`src/rtl/ps2_host_tx.sv`:
```
// ---------------------------------------------------------------------------
// ps2_host_tx
//
// Host-to-device PS/2 transmitter. Sends one command byte (e.g. 0xED set-LEDs,
// 0xF4 enable-streaming, 0xFF reset) to a keyboard or mouse. It lives in the
// clk_32 domain of the ps2 receive decoder and uses the same 2 MHz ena_2m tick.
// The PS/2 lines are open-collector: this block only produces pull-low enables
// and the top level turns them into tristate pins.
//
// Build option:
//   PS2_TX_RETRY_EN - when defined, a failed transfer (timeout or missing ack)
//                     is restarted from INHIBIT with the latched byte, up to
//                     two retries; error pulses only after the third failure.
//                     When undefined, error pulses on the first failure.
//
// Ports:
//   clk          in   system clock (clk_32)
//   reset_n      in   asynchronous active-low reset
//   ena_2m       in   2 MHz clock-enable strobe, one clk wide
//   tx_data[7:0] in   command byte
//   tx_valid     in   request to send tx_data
//   tx_ready     out  high in IDLE; accept on tx_valid && tx_ready
//   ps2_clk_in   in   raw PS/2 clock line level
//   ps2_data_in  in   raw PS/2 data line level
//   ps2_clk_oe   out  1 = pull clock line low
//   ps2_data_oe  out  1 = pull data line low
//   busy         out  high from accept until return to IDLE
//   done         out  one-clk pulse: byte sent and acknowledged
//   error        out  one-clk pulse: timeout or missing ack
//
// States:
//   state     | meaning
//   ----------+-------------------------------------------------------------
//   IDLE      | lines released, waiting for tx_valid
//   INHIBIT   | clock held low for INHIBIT_TICKS to request-to-send
//   START     | clock released, data low (start bit), waiting first fall
//   DATA      | each fall drives the next data bit, LSB first, then parity
//   STOP_BIT  | next fall releases data (stop bit = 1)
//   ACK       | next fall samples the device ack on the data line
//   RELEASE   | wait for both lines idle high, then pulse done
// ---------------------------------------------------------------------------
module ps2_host_tx #(
    parameter int INHIBIT_TICKS = 200,
    parameter int TIMEOUT_TICKS = 30000,
    parameter int FILTER_LEN    = 8
) (
    input  logic       clk,
    input  logic       reset_n,
    input  logic       ena_2m,
    input  logic [7:0] tx_data,
    input  logic       tx_valid,
    output logic       tx_ready,
    input  logic       ps2_clk_in,
    input  logic       ps2_data_in,
    output logic       ps2_clk_oe,
    output logic       ps2_data_oe,
    output logic       busy,
    output logic       done,
    output logic       error
);

    typedef enum logic [2:0] {
        S_IDLE     = 3'd0,
        S_INHIBIT  = 3'd1,
        S_START    = 3'd2,
        S_DATA     = 3'd3,
        S_STOP_BIT = 3'd4,
        S_ACK      = 3'd5,
        S_RELEASE  = 3'd6
    } state_t;

    localparam logic [14:0] INHIBIT_C = 15'(INHIBIT_TICKS);
    localparam logic [14:0] TIMEOUT_C = 15'(TIMEOUT_TICKS);

    // ------------------------------------------------------------------
    // Input conditioning: two-flop synchronisers, then a clock glitch
    // filter that only changes level after FILTER_LEN equal samples.
    // ------------------------------------------------------------------
    logic [1:0]            r_clk_sync;
    logic [1:0]            r_data_sync;
    logic [FILTER_LEN-1:0] r_filt_sh;
    logic                  r_clk_filt;
    logic                  r_fall;
    logic [FILTER_LEN-1:0] w_filt_next;
    logic                  w_data_s;

    assign w_filt_next = {r_filt_sh[FILTER_LEN-2:0], r_clk_sync[1]};
    assign w_data_s    = r_data_sync[1];

    always_ff @(posedge clk or negedge reset_n) begin
        if (!reset_n) begin
            r_clk_sync  <= 2'b11;
            r_data_sync <= 2'b11;
            r_filt_sh   <= '1;
            r_clk_filt  <= 1'b1;
            r_fall      <= 1'b0;
        end else begin
            r_clk_sync  <= {r_clk_sync[0], ps2_clk_in};
            r_data_sync <= {r_data_sync[0], ps2_data_in};
            r_fall      <= 1'b0;
            if (ena_2m) begin
                r_filt_sh <= w_filt_next;
                if (w_filt_next == '0) begin
                    r_clk_filt <= 1'b0;
                    r_fall     <= r_clk_filt;
                end else if (w_filt_next == '1) begin
                    r_clk_filt <= 1'b1;
                end
            end
        end
    end

    // ------------------------------------------------------------------
    // Transfer FSM
    // ------------------------------------------------------------------
    state_t      r_state;
    logic [7:0]  r_byte;
    logic        r_parity;
    logic [3:0]  r_bit_idx;
    logic [14:0] r_tick_cnt;
    logic        r_clk_oe;
    logic        r_data_oe;
    logic        r_tx_ready;
    logic        r_busy;
    logic        r_done;
    logic        r_error;
`ifdef PS2_TX_RETRY_EN
    logic [1:0]  r_retry_cnt;
`endif

    logic [14:0] w_tick_next;
    logic        w_timeout;
    logic        w_line_idle;
    logic        w_fail;

    // Saturating tick counter: a stuck device can never wrap it back
    // below the timeout threshold.
    assign w_tick_next = (ena_2m && (r_tick_cnt != '1)) ? r_tick_cnt + 15'd1 : r_tick_cnt;
    assign w_timeout   = (r_tick_cnt >= TIMEOUT_C);
    assign w_line_idle = r_clk_filt && w_data_s;

    // A fall always restarts the timeout window, so it wins over an
    // expiring counter in the same cycle. In ACK a fall with data high
    // is the missing-ack failure.
    always_comb begin
        w_fail = 1'b0;
        case (r_state)
            S_START, S_DATA, S_STOP_BIT: w_fail = !r_fall && w_timeout;
            S_ACK:                       w_fail = r_fall ? w_data_s : w_timeout;
            S_RELEASE:                   w_fail = !r_fall && !w_line_idle && w_timeout;
            default:                     w_fail = 1'b0;
        endcase
    end

    always_ff @(posedge clk or negedge reset_n) begin
        if (!reset_n) begin
            r_state    <= S_IDLE;
            r_byte     <= '0;
            r_parity   <= 1'b0;
            r_bit_idx  <= '0;
            r_tick_cnt <= '0;
            r_clk_oe   <= 1'b0;
            r_data_oe  <= 1'b0;
            r_tx_ready <= 1'b1;
            r_busy     <= 1'b0;
            r_done     <= 1'b0;
            r_error    <= 1'b0;
`ifdef PS2_TX_RETRY_EN
            r_retry_cnt <= '0;
`endif
        end else begin
            r_done     <= 1'b0;
            r_error    <= 1'b0;
            r_tick_cnt <= w_tick_next;

            if (w_fail) begin
                r_clk_oe   <= 1'b0;
                r_data_oe  <= 1'b0;
                r_tick_cnt <= '0;
`ifdef PS2_TX_RETRY_EN
                if (r_retry_cnt != 2'd2) begin
                    // Restart the whole request-to-send with the latched byte.
                    r_retry_cnt <= r_retry_cnt + 2'd1;
                    r_clk_oe    <= 1'b1;
                    r_state     <= S_INHIBIT;
                end else begin
                    r_error    <= 1'b1;
                    r_busy     <= 1'b0;
                    r_tx_ready <= 1'b1;
                    r_state    <= S_IDLE;
                end
`else
                r_error    <= 1'b1;
                r_busy     <= 1'b0;
                r_tx_ready <= 1'b1;
                r_state    <= S_IDLE;
`endif
            end else begin
                case (r_state)
                    S_IDLE: begin
                        r_clk_oe  <= 1'b0;
                        r_data_oe <= 1'b0;
                        if (tx_valid && r_tx_ready) begin
                            r_byte     <= tx_data;
                            r_parity   <= ~^tx_data;
                            r_tick_cnt <= '0;
                            r_clk_oe   <= 1'b1;
                            r_tx_ready <= 1'b0;
                            r_busy     <= 1'b1;
`ifdef PS2_TX_RETRY_EN
                            r_retry_cnt <= '0;
`endif
                            r_state    <= S_INHIBIT;
                        end
                    end

                    S_INHIBIT: begin
                        if (r_tick_cnt >= INHIBIT_C) begin
                            // Start bit goes low as the clock is released.
                            r_clk_oe   <= 1'b0;
                            r_data_oe  <= 1'b1;
                            r_tick_cnt <= '0;
                            r_state    <= S_START;
                        end
                    end

                    S_START: begin
                        if (r_fall) begin
                            r_data_oe  <= ~r_byte[0];
                            r_bit_idx  <= 4'd1;
                            r_tick_cnt <= '0;
                            r_state    <= S_DATA;
                        end
                    end

                    S_DATA: begin
                        if (r_fall) begin
                            r_tick_cnt <= '0;
                            if (r_bit_idx == 4'd8) begin
                                r_data_oe <= ~r_parity;
                                r_state   <= S_STOP_BIT;
                            end else begin
                                r_data_oe <= ~r_byte[r_bit_idx[2:0]];
                                r_bit_idx <= r_bit_idx + 4'd1;
                            end
                        end
                    end

                    S_STOP_BIT: begin
                        if (r_fall) begin
                            r_data_oe  <= 1'b0;
                            r_tick_cnt <= '0;
                            r_state    <= S_ACK;
                        end
                    end

                    S_ACK: begin
                        // Reaching here on a fall means the ack was low.
                        if (r_fall) begin
                            r_tick_cnt <= '0;
                            r_state    <= S_RELEASE;
                        end
                    end

                    S_RELEASE: begin
                        if (w_line_idle) begin
                            r_done     <= 1'b1;
                            r_busy     <= 1'b0;
                            r_tx_ready <= 1'b1;
                            r_state    <= S_IDLE;
                        end else if (r_fall) begin
                            r_tick_cnt <= '0;
                        end
                    end

                    default: begin
                        r_clk_oe   <= 1'b0;
                        r_data_oe  <= 1'b0;
                        r_busy     <= 1'b0;
                        r_tx_ready <= 1'b1;
                        r_state    <= S_IDLE;
                    end
                endcase
            end
        end
    end

    assign tx_ready    = r_tx_ready;
    assign ps2_clk_oe  = r_clk_oe;
    assign ps2_data_oe = r_data_oe;
    assign busy        = r_busy;
    assign done        = r_done;
    assign error       = r_error;

endmodule

```
`config.mk`:
```
export PLATFORM = sky130hd
export DESIGN_NAME = ps2_host_tx
export DESIGN_NICKNAME = d
export VERILOG_FILES = /design/src/rtl/ps2_host_tx.sv
export SDC_FILE = /design/constraint.sdc
export NUM_CORES = 1
export LEC_CHECK = 0
export BUFFER_PORTS_ARGS = -buffer_cell sky130_fd_sc_hd__buf_2
export CORE_MARGIN = 5
export CORE_UTILIZATION = 59
export CTS_CLUSTER_SIZE = 20
export DETAILED_ROUTE_END_ITERATION = 10
export GPL_TIMING_DRIVEN = 0
export PLACE_DENSITY_LB_ADDON = 0.3
export SYNTH_ARGS = -nofsm -noshare
export SYNTH_HDL_FRONTEND = slang
export SYNTH_SLANG_ARGS = --single-unit
```
`constraint.sdc`:
```
create_clock -name clk -period 2.5 [get_ports clk]
set_clock_uncertainty 0.05 [all_clocks]
set_input_delay 0.5 -clock clk [delete_from_list [all_inputs] [get_ports clk]]
set_output_delay 0.5 -clock clk [all_outputs]
set_load 0.01 [all_outputs]
```
==> results.json <==
{
  "synth_area_per_cell_um2": 10.1,
  "worst_ep_arrival_time_ns": 2.14,
  "grt_pass1_wl_mm": 9.11,
  "maxCapViolCount": 0,
  "grt_max_degree": 51,
  "layout_min_cycle_time_ns": 1.95,
  "die_w_um": 77.0,
  "synth-edff-count": 0,
  "status": "finished clean",
  "antenna_cells": 0,
  "rsz0062_at_grt": "no",
  "rows": 24,
  "crit_chain": "inv_1 > ha_1 > and3b_1 > a211o_1 > nor3_1 > a21o_1 > a22o_1",
  "hold_start": "ps2_clk_in",
  "rr_startpoint": "r_bit_idx[0]",
  "wl_per_cell_um": 14.6,
  "setup_viol": 0,
  "clk_path_buf_depth": 2,
  "max_freq_mhz": 513,
  "drt-total-wl_mm": 4.99,
  "yosysSeqAreaShare": 0.479,
  "antenna_found_initial": 0,
  "synth_flop_cell": "dfrtp_1",
  "p_leak_nw": 1.28,
  "fillerInstances": 344,
  "grt-ovfl-total": 0,
  "ir_drop_mv": 0.479,
  "startpoint_type": "flip-flop",
  "area_delta_synth_final_pct": 10.1,
  "fin_ws_ns": 0.550,
  "grt_use_total": 0.185,
  "multi_input_area_mm2": 0.00130,
  "htreeDepth": 2,
  "drt_iter0_markers": 179,
  "hold_class": "input port to flip-flop",
  "synth_seq_cells": 50,
  "fin_crit_sh": 0.780,
  "hold_viol_final": 0,
  "syn_nets": 280,
  "routabilityCongestion": 0.819,
  "dp.cells": 333,
  "maxSlewHeadroom": 0.292,
  "port_buffers": 19,
  "slowest_stage": "dfrtp_1",
  "r2r_slack_ns": 0.55,
  "final_net_count": 306,
  "worst_skew_pair.late_latency_ns": 0.31,
  "start_util": 0.608,
  "worst_pin_slew_ns": 1.06,
  "post-place-ws_ns": 0.558,
  "die-area_mm2": 0.00593,
  "crit_fanout": 8,
  "pin_count": 20,
  "post-route-drc-count": 0,
  "grt_pass1_vias": 1975,
  "die_h_um": 77.0,
  "synth_cell_types": 53,
  "synthCells": 262,
  "cts_tree": "built",
  "criticalPathCategory": "flip-flop to flip-flop",
  "finalMaxSlewViolations": 0,
  "root_buffer": "clkbuf_8",
  "cts_resized": 0,
  "dp_hpwl_mm": 3.60,
  "cts_buffers": 5,
  "drive_gt1_frac": 0.266,
  "stdcell_count": 341,
  "crit_start": "r_bit_idx[0]",
  "cp-end-kind": "flip-flop",
  "synth-async-reset-ratio": 1.00,
  "ant_nets": 0,
  "p_per_area_mw_per_mm2": 624,
  "cp_data_required_time_ns": 2.69,
  "core_mm2": 0.00435,
  "hold_buffers": 0,
  "vias_per_cell": 5.74,
  "syn_area_mm2": 0.00265,
  "critPathMaxStageDelay_ns": 0.48,
  "finish.utilization": 0.669,
  "clkTransAtPathRegs_ns": 0.09,
  "first_pass_iters": 4,
  "cts.sinks": 50,
  "vias": 1958,
  "power.total_mw": 1.82,
  "regArea_mm2": 0.00127,
  "post_cts_buffers": 0,
  "tns_ns": 0,
  "yosysWarnings": 0
}
cell usage in the layout (no fill, tap or decap), types with 2 or more instances in the layout:
cell,instances
nand2_1,40
dfrtp_1,37
buf_2,23
nor2_1,18
xnor2_1,15
o21ai_0,14
dfstp_2,13
nor2_2,11
nor3_1,11
a21oi_1,9
inv_1,8
nand3_1,7
mux2_2,7
nand4_1,5
clkbuf_8,5
a211oi_1,4
ha_1,4
nor4_1,3
and3_1,3
xor2_1,3
mux2i_1,3
a21oi_2,2
nor4b_1,2
o2111ai_1,2
a31oi_1,2
and3b_1,2
a21o_1,2
nand3b_1,2
o22ai_1,2
a22o_1,2
mux4_2,2
inv_4,2
layout make-up:
cell class / instances / share of cell area
clock inverters: 2 / 0.00429
repair buffers: 19 / 0.0326
plain buffers: 8 / 0.0159
inverters: 8 / 0.0103
clock buffers: 6 / 0.0322
well taps: 52 / 0.0223
flip-flops and latches: 50 / 0.435
multi-input cells: 196 / 0.447
metrics by stage:
| step | area (um2) | hold WS (ns) |
|---|---|---|
| floorplan | 2650 | 0.154 |
| CTS | 2910 | 0.227 |
| detailed placement | 2810 | 0.299 |
| global placement | 2810 | 0.296 |
| finish | 2910 | 0.234 |
| global route | 2910 | 0.219 |
Yosys cell counts (4+ instances only):
cell type / number / area share
nand4_1: 5 / 0.012
nor2_2: 11 / 0.026
dfstp_2: 13 / 0.13
dfrtp_1: 37 / 0.35
a211oi_1: 4 / 0.011
nor2_1: 18 / 0.026
inv_1: 8 / 0.011
nand3_1: 7 / 0.013
a21oi_1: 9 / 0.017
xnor2_1: 15 / 0.050
o21ai_0: 14 / 0.026
mux2_2: 7 / 0.030
buf_2: 4 / 0.0076
ha_1: 4 / 0.019
nor3_1: 11 / 0.021
nand2_1: 40 / 0.057
sequential cells by signal (all words and copies together), names as in the netlist:
signal	flops
r_clk_filt	1
r_parity	1
r_tick_cnt	15
ps2_clk_oe	1
tx_ready	1
r_data_sync	2
r_filt_sh	7
busy	1
error	1
ps2_data_oe	1
done	1
r_byte	8
r_bit_idx	4
r_fall	1
r_state	3
r_clk_sync	2
cells by family (layout without fill, tap and decap cells):
| kind of cell | count (synthesis) | in the layout | synth area share |
|---|---|---|---|
| AND/OR/NAND/NOR | 115 | 115 | 0.232 |
| flip-flops | 50 | 50 | 0.479 |
| AO/OA/AOI/OAI | 47 | 47 | 0.124 |
| XOR/XNOR | 18 | 18 | 0.0595 |
| buffers and inverters | 16 | 43 | 0.0288 |
| multiplexers | 12 | 12 | 0.0581 |
| adder cells (fa/ha/maj) | 4 | 4 | 0.0189 |
metal layers:
layer / GRT usage / vias to the layer above / wire, um
met2: 0.277 / 43 / 2250
met3: 0.0410 / 7 / 243
li1: - / 980 / -
met4: 0.0567 / 0 / 62
met5: 0 / - / 0
met1: 0.269 / 928 / 2440
power by group:
| group | switching (mW) | leakage (nW) | internal (mW) |
|---|---|---|---|
| registers | 0.103 | 0.631 | 0.918 |
| logic | 0.135 | 0.593 | 0.133 |
| clock network | 0.271 | 0.0572 | 0.259 |
worst paths after layout:
| kind | to | cells after the start |
|---|---|---|
| min in group asynchronous | r_tick_cnt[8] | 1 |
| worst min register to register | r_clk_sync[1] | 0 |
| worst min-delay path | r_clk_sync[0] | 1 |
| worst max-delay path | r_bit_idx[3] | 7 |
| worst max register to register | r_bit_idx[3] | 7 |
| max in group asynchronous | ps2_data_oe | 1 |
critical path, delay by kind of cell (launching register included):
| kind | cells | cell delay (ns) |
|---|---|---|
| AND/OR/NAND/NOR | 2 | 0.42 |
| flip-flops | 1 | 0.48 |
| AO/OA/AOI/OAI | 3 | 0.60 |
| adder cells (fa/ha/maj) | 1 | 0.24 |
| buffers and inverters | 1 | 0.11 |
Power figures use the tool's default switching activity.
